[config.mk]
export PLATFORM = sky130hd
export DESIGN_NAME = cic_decimator
export DESIGN_NICKNAME = d
export VERILOG_FILES = /design/src/rtl/sdadc_pkg.sv /design/src/rtl/cic_comb.sv /design/src/rtl/cic_decimator.sv
export SDC_FILE = /design/constraint.sdc
export NUM_CORES = 1
export LEC_CHECK = 0
export CORE_UTILIZATION = 35
export DETAILED_ROUTE_END_ITERATION = 10
export GPL_ROUTABILITY_DRIVEN = 1
export PLACE_DENSITY = 0.47
export SLEW_MARGIN = 40
export SYNTH_ARGS = -nofsm -noshare
export SYNTH_HDL_FRONTEND = slang
export SYNTH_SLANG_ARGS = --single-unit
[constraint.sdc]
create_clock -name clk -period 11.6 [get_ports clk]
set_clock_uncertainty 0.2 [all_clocks]
set_input_delay 1.16 -clock clk [delete_from_list [all_inputs] [get_ports clk]]
set_output_delay 1.16 -clock clk [all_outputs]
set_load 0.1 [all_outputs]
[src/rtl/sdadc_pkg.sv]
// Shared constants and helpers for the sigma-delta ADC decimation chain.
package sdadc_pkg;

    // Modulator bit to sample mapping: 1 -> +1, 0 -> -1
    localparam int CIC_PLUS_ONE  = 1;
    localparam int CIC_MINUS_ONE = -1;

    // Register growth of an N-stage CIC: 2 + N*log2(R*M)
    function automatic int unsigned cic_acc_width(input int unsigned order,
                                                  input int unsigned rate,
                                                  input int unsigned delay);
        return 32'(2 + order * 32'($clog2(rate * delay)));
    endfunction

    function automatic longint sat_max(input int unsigned width);
        return (longint'(1) <<< (width - 1)) - longint'(1);
    endfunction

    function automatic longint sat_min(input int unsigned width);
        return -(longint'(1) <<< (width - 1));
    endfunction

endpackage

[src/rtl/cic_comb.sv]
// One CIC comb stage: diff_c = x - x delayed DIFF_DELAY strobes; delay line advances on en.
module cic_comb #(
    parameter int unsigned WIDTH      = 32,
    parameter int unsigned DIFF_DELAY = 1
) (
    input  logic                    clk,
    input  logic                    rst_n,
    input  logic                    en,
    input  logic signed [WIDTH-1:0] x,
    output logic signed [WIDTH-1:0] diff_c
);

    logic signed [WIDTH-1:0] dly [DIFF_DELAY];

    always_ff @(posedge clk or negedge rst_n) begin
        if (!rst_n) begin
            for (int i = 0; i < int'(DIFF_DELAY); i++) dly[i] <= '0;
        end else if (en) begin
            dly[0] <= x;
            for (int i = 1; i < int'(DIFF_DELAY); i++) dly[i] <= dly[i-1];
        end
    end

    assign diff_c = x - dly[DIFF_DELAY-1];

endmodule

[src/rtl/cic_decimator.sv]
// CIC decimator for a 1-bit sigma-delta stream: pipelined integrators, strobed combs, scale + saturate.
// Build option: define CIC_ROUND_EN for round-half-up before the output shift (default truncates).
module cic_decimator
    import sdadc_pkg::*;
#(
    parameter int unsigned CIC_ORDER  = 5,
    parameter int unsigned DEC_RATE   = 64,
    parameter int unsigned DIFF_DELAY = 1,
    parameter int unsigned OUT_WIDTH  = 24
) (
    input  logic                        clk,
    input  logic                        rst_n,
    input  logic                        data_in,
    input  logic                        in_valid,
    output logic signed [OUT_WIDTH-1:0] data_out,
    output logic                        out_valid
);

    localparam int unsigned ACC_WIDTH = cic_acc_width(CIC_ORDER, DEC_RATE, DIFF_DELAY);
    localparam int unsigned SHIFT     = ACC_WIDTH - OUT_WIDTH;
    localparam int unsigned CNT_WIDTH = 32'($clog2(DEC_RATE));

    localparam logic [CNT_WIDTH-1:0]     CNT_LAST = CNT_WIDTH'(DEC_RATE - 1);
    localparam logic signed [OUT_WIDTH:0] SAT_HI  = (OUT_WIDTH+1)'(sat_max(OUT_WIDTH));
    localparam logic signed [OUT_WIDTH:0] SAT_LO  = (OUT_WIDTH+1)'(sat_min(OUT_WIDTH));
`ifdef CIC_ROUND_EN
    localparam logic signed [ACC_WIDTH:0] ROUND_BIAS = (ACC_WIDTH+1)'(1) << (SHIFT - 1);
`else
    localparam logic signed [ACC_WIDTH:0] ROUND_BIAS = '0;
`endif

    typedef logic signed [ACC_WIDTH-1:0] acc_t;

    acc_t                  integ [CIC_ORDER];
    acc_t                  step;
    logic [CNT_WIDTH-1:0]  dec_cnt;
    logic                  dec_strobe;
    logic                  samp_vld;
    acc_t                  samp;
    acc_t                  comb [CIC_ORDER+1];
    logic signed [ACC_WIDTH:0] biased;
    logic signed [ACC_WIDTH:0] shifted_full;
    logic signed [OUT_WIDTH:0] shifted;
    logic signed [OUT_WIDTH-1:0] scaled;

    assign step = data_in ? ACC_WIDTH'(CIC_PLUS_ONE) : ACC_WIDTH'(CIC_MINUS_ONE);

    // Each stage adds the previous stage's registered value, so stage k lags by k inputs
    always_ff @(posedge clk or negedge rst_n) begin
        if (!rst_n) begin
            for (int k = 0; k < int'(CIC_ORDER); k++) integ[k] <= '0;
        end else if (in_valid) begin
            integ[0] <= integ[0] + step;
            for (int k = 1; k < int'(CIC_ORDER); k++) integ[k] <= integ[k] + integ[k-1];
        end
    end

    always_ff @(posedge clk or negedge rst_n) begin
        if (!rst_n) begin
            dec_cnt    <= '0;
            dec_strobe <= 1'b0;
        end else begin
            dec_strobe <= in_valid && (dec_cnt == CNT_LAST);
            if (in_valid) begin
                dec_cnt <= (dec_cnt == CNT_LAST) ? '0 : dec_cnt + CNT_WIDTH'(1);
            end
        end
    end

    // Sample the value left by the strobe-firing input, independent of later acceptances
    always_ff @(posedge clk or negedge rst_n) begin
        if (!rst_n) begin
            samp     <= '0;
            samp_vld <= 1'b0;
        end else begin
            samp_vld <= dec_strobe;
            if (dec_strobe) samp <= integ[CIC_ORDER-1];
        end
    end

    assign comb[0] = samp;

    for (genvar g = 0; g < int'(CIC_ORDER); g++) begin : g_comb
        cic_comb #(
            .WIDTH      (ACC_WIDTH),
            .DIFF_DELAY (DIFF_DELAY)
        ) u_comb (
            .clk    (clk),
            .rst_n  (rst_n),
            .en     (samp_vld),
            .x      (comb[g]),
            .diff_c (comb[g+1])
        );
    end

    // One guard bit keeps the rounding add from wrapping before saturation
    assign biased       = (ACC_WIDTH+1)'(comb[CIC_ORDER]) + ROUND_BIAS;
    assign shifted_full = biased >>> SHIFT;
    assign shifted      = shifted_full[OUT_WIDTH:0];

    always_comb begin
        scaled = shifted[OUT_WIDTH-1:0];
        if (shifted > SAT_HI) begin
            scaled = SAT_HI[OUT_WIDTH-1:0];
        end else if (shifted < SAT_LO) begin
            scaled = SAT_LO[OUT_WIDTH-1:0];
        end
    end

    always_ff @(posedge clk or negedge rst_n) begin
        if (!rst_n) begin
            data_out  <= '0;
            out_valid <= 1'b0;
        end else begin
            out_valid <= samp_vld;
            if (samp_vld) data_out <= scaled;
        end
    end

endmodule

==> qor_table.md <==
| Quantity | Value | Unit |
|---|---|---|
| Antenna-violating nets left | 0 | - |
| Critical path startpoint category | flop | - |
| EDFF count, synth | 0 | - |
| Global-route wire length before repair | 99800 | um |
| Final cell count without fillers | 4207 | - |
| Worst Max-Slew Pin Slew | 0.735 | ns |
| Number of warning messages in the yosys log | 0 | - |
| Setup fix buffers added after clock tree synthesis | 0 | - |
| Net count after synthesis | 3414 | - |
| Unrepaired setup endpoints after global routing | false | - |
| Total congestion overflow after global routing | 0 | - |
| GR Util All Layers | 0.141 | - |
| Die ar. | 82300 | um^2 |
| TritonCTS clock tree | yes | - |
| DR vias | 21100 | - |
| Share of the clock period used by the worst path after layout | 0.875 | - |
| Total of hold buffers inserted after clock tree synthesis | 0 | - |
| Required time of the worst setup path | 11.88 | ns |
| Vias/cell | 5.02 | - |
| Sequential fraction of the synthesis area | 0.339 | - |
| Routed wirelength normalized by instance count | 13.4 | um |
| Pin count of the biggest net entering global routing | 118 | - |
| Critical path's slowest cell | sky130_fd_sc_hd__o311ai_0 | - |
| Root cell of the clock tree | sky130_fd_sc_hd__clkbuf_16 | - |
| Clock latency of the later-clocked register in the worst-skew pair | 0.60 | ns |
| Number of cells produced by synthesis | 3092 | - |
| Dominant cell type by count on the critical path | sky130_fd_sc_hd__a21oi_1 | - |
| Synthesis-to-finish area growth | 10.8 | % |
| Cell total after placement | 4118 | - |
| Quantity of gates resized following cts | 0 | - |
| Width of the chip | 287 | um |
| Worst slew margin relative to its limit | 0.497 | - |
| Final Hold Vio Count | 0 | - |
| Wire length reported by the detailed router | 56400 | um |
| Total DRC errors in the routed layout | 0 | - |
| Antenna cells | 0 | - |
| Number of global-route vias before repair | 21600 | - |
| Setup CP Type | flop to flop | - |
| Number of maximum-capacitance violations | 0 | - |
| Data arrival, critical path | 10.43 | ns |
| Max Fanout on Critical Path | 8 | - |
| Number of antenna violations at the first check in global routing | 0 | - |
| Post-synthesis async set-or-reset flop share | 1.00 | - |
| Path class of the lowest-slack min-delay path | flop to flop | - |
| Number of buffers created by CTS | 50 | - |
| Average size of a mapped cell | 9.18 | um^2 |
| Pre-Repair DR Iteration Count | 5 | - |
| Starting DRC count in detailed routing | 698 | - |
| Minimum period implied by the final worst setup slack | 10.15 | ns |
| Final max-slew violation count | 0 | - |
| FP Rows | 104 | - |
| Number of nets in the layout | 3433 | - |
| DPL Wire Length | 41400 | um |
| Final Setup Violations | 0 | - |
| Max stage delay on crit path | 0.40 | ns |
| Status | finished clean | - |
| Final estimated routing congestion in global placement | 0.827 | - |
| Post-synthesis instance area | 28400 | um^2 |
| Total Negative Setup Slacks | 0 | ns |
| Highest attainable clock frequency | 98.5 | MHz |
| Endpoint kind of the worst setup timing path | flop | - |
| IO buf count | 28 | - |
| Die span in y | 287 | um |
| Area of the core region | 80400 | um^2 |
| Number of synthesized register bits | 385 | - |
| Clock slew at reported path FFs | 0.06 | ns |
| Maximum buffer depth of the clock tree | 3 | - |
| Number of distinct standard cells referenced by the synthesized netlist | 81 | - |
| Leading register cell type out of synthesis | sky130_fd_sc_hd__dfrtp_1 | - |
| Total number of clock tree sinks | 385 | - |
| Ports | 29 | - |
| Depth of the CTS H-tree | 2 | - |
| Effective utilization at floorplan | 0.353 | - |
| Layout cell share with drive strength beyond 1 | 0.112 | - |
flip-flops by register name, summed over array words and instances (netlist names):
signal and cells:
samp_vld 1, samp 32, g_comb.u_comb.dly 160, dec_cnt 6, out_valid 1, integ 160, data_out 24, dec_strobe 1
path summary, 6_finish.rpt:
kind / from / end / slack (ns) / cells after the start
setup / recovery: samp[0] / data_out[23] / 1.45 / 48
hold / removal: integ[31] / integ[31] / 0.27 / 1
setup reg to reg: samp[0] / data_out[23] / 1.45 / 48
hold reg to reg: integ[31] / integ[31] / 0.27 / 1
max in group asynchronous: rst_n / integ[150] / 8.92 / 4
min in group asynchronous: rst_n / g_comb[4].u_comb.dly[3] / 0.31 / 1
area by class of cell:
| type | instances | area, um^2 |
|---|---|---|
| inverter | 255 | 957 |
| clock inverter | 9 | 143 |
| sequential | 385 | 9640 |
| clock buffer | 79 | 1540 |
| timing repair buffer | 41 | 333 |
| fill | 8036 | 49000 |
| multi-input combinational | 2378 | 17500 |
| tap | 1060 | 1330 |
layout by cell type (no fill, tap or decap), types with 27 or more instances in the layout:
| cell | count |
|---|---|
| sky130_fd_sc_hd__xnor2_1 | 196 |
| sky130_fd_sc_hd__a21o_1 | 114 |
| sky130_fd_sc_hd__nor2b_1 | 44 |
| sky130_fd_sc_hd__ha_1 | 309 |
| sky130_fd_sc_hd__o21a_1 | 31 |
| sky130_fd_sc_hd__a21oi_1 | 227 |
| sky130_fd_sc_hd__dfrtp_1 | 384 |
| sky130_fd_sc_hd__a31oi_1 | 27 |
| sky130_fd_sc_hd__nor3_1 | 46 |
| sky130_fd_sc_hd__inv_1 | 254 |
| sky130_fd_sc_hd__clkbuf_16 | 51 |
| sky130_fd_sc_hd__o21ai_0 | 252 |
| sky130_fd_sc_hd__nand2b_1 | 33 |
| sky130_fd_sc_hd__o21bai_1 | 43 |
| sky130_fd_sc_hd__nor2_1 | 166 |
| sky130_fd_sc_hd__nand3_1 | 50 |
| sky130_fd_sc_hd__nand2_1 | 263 |
| sky130_fd_sc_hd__mux2_2 | 185 |
| sky130_fd_sc_hd__xor2_1 | 63 |
synthesized netlist by cell type, types with 11 or more instances:
master | number | area share
sky130_fd_sc_hd__a211oi_1 | 18 | 0.0048
sky130_fd_sc_hd__a21o_1 | 114 | 0.030
sky130_fd_sc_hd__a21oi_1 | 227 | 0.040
sky130_fd_sc_hd__a31o_2 | 15 | 0.0046
sky130_fd_sc_hd__a31oi_1 | 27 | 0.0059
sky130_fd_sc_hd__and3_1 | 17 | 0.0037
sky130_fd_sc_hd__buf_1 | 15 | 0.0020
sky130_fd_sc_hd__clkbuf_1 | 58 | 0.0077
sky130_fd_sc_hd__dfrtp_1 | 385 | 0.34
sky130_fd_sc_hd__ha_1 | 309 | 0.14
sky130_fd_sc_hd__inv_1 | 255 | 0.034
sky130_fd_sc_hd__mux2_2 | 185 | 0.073
sky130_fd_sc_hd__mux2i_1 | 16 | 0.0056
sky130_fd_sc_hd__nand2_1 | 263 | 0.035
sky130_fd_sc_hd__nand2b_1 | 33 | 0.0073
sky130_fd_sc_hd__nand3_1 | 50 | 0.0088
sky130_fd_sc_hd__nand4_1 | 25 | 0.0055
sky130_fd_sc_hd__nor2_1 | 166 | 0.022
sky130_fd_sc_hd__nor2b_1 | 44 | 0.0097
sky130_fd_sc_hd__nor3_1 | 46 | 0.0081
sky130_fd_sc_hd__o211ai_1 | 11 | 0.0029
sky130_fd_sc_hd__o21a_1 | 31 | 0.0082
sky130_fd_sc_hd__o21ai_0 | 252 | 0.044
sky130_fd_sc_hd__o21ai_1 | 12 | 0.0021
sky130_fd_sc_hd__o21bai_1 | 43 | 0.011
sky130_fd_sc_hd__o31ai_1 | 25 | 0.0066
sky130_fd_sc_hd__or2_2 | 15 | 0.0033
sky130_fd_sc_hd__or3_1 | 22 | 0.0048
sky130_fd_sc_hd__xnor2_1 | 196 | 0.060
sky130_fd_sc_hd__xor2_1 | 63 | 0.019
metrics by stage:
step | worst slack, ns | hold slack [ns] | instance area [um^2] | util
after floorplan | 2.73 | 0.152 | 28400 | -
after global placement | 1.78 | 0.255 | 29800 | 0.371
after detailed placement | 1.43 | 0.260 | 29700 | 0.370
after CTS | 1.40 | 0.270 | 31400 | 0.391
after global routing | 0.463 | 0.289 | 31500 | 0.391
final | 1.45 | 0.270 | 31500 | 0.391
cells by family after synthesis:
kind of cell / count (synthesis) / synth area share
AND/OR/NAND/NOR: 723 / 0.120
buffers and inverters: 329 / 0.0436
multiplexers: 201 / 0.0790
flip-flops: 385 / 0.339
adder cells (fa/ha/maj): 318 / 0.142
XOR/XNOR: 261 / 0.0813
AO/OA/AOI/OAI: 875 / 0.195
worst max-delay path: cells and delay by family (launching register included):
kind	cells	cell delay (ns)
compound gates	27	5.35
fa+ha+maj	6	1.82
simple gates	9	1.37
xor+xnor	4	0.77
flops	1	0.37
buf+inv	2	0.14
layer usage:
layer,track usage,vias up,part of all wire
li1,-,11000,-
met5,0,-,0
met4,0.0432,0,0.026
met2,0.253,193,0.48
met3,0.0191,101,0.024
met1,0.173,9786,0.47
Power is left out: the tool's default activity adds up to more than one toggle a clock period on the data nets, which glitch-free logic cannot reach.
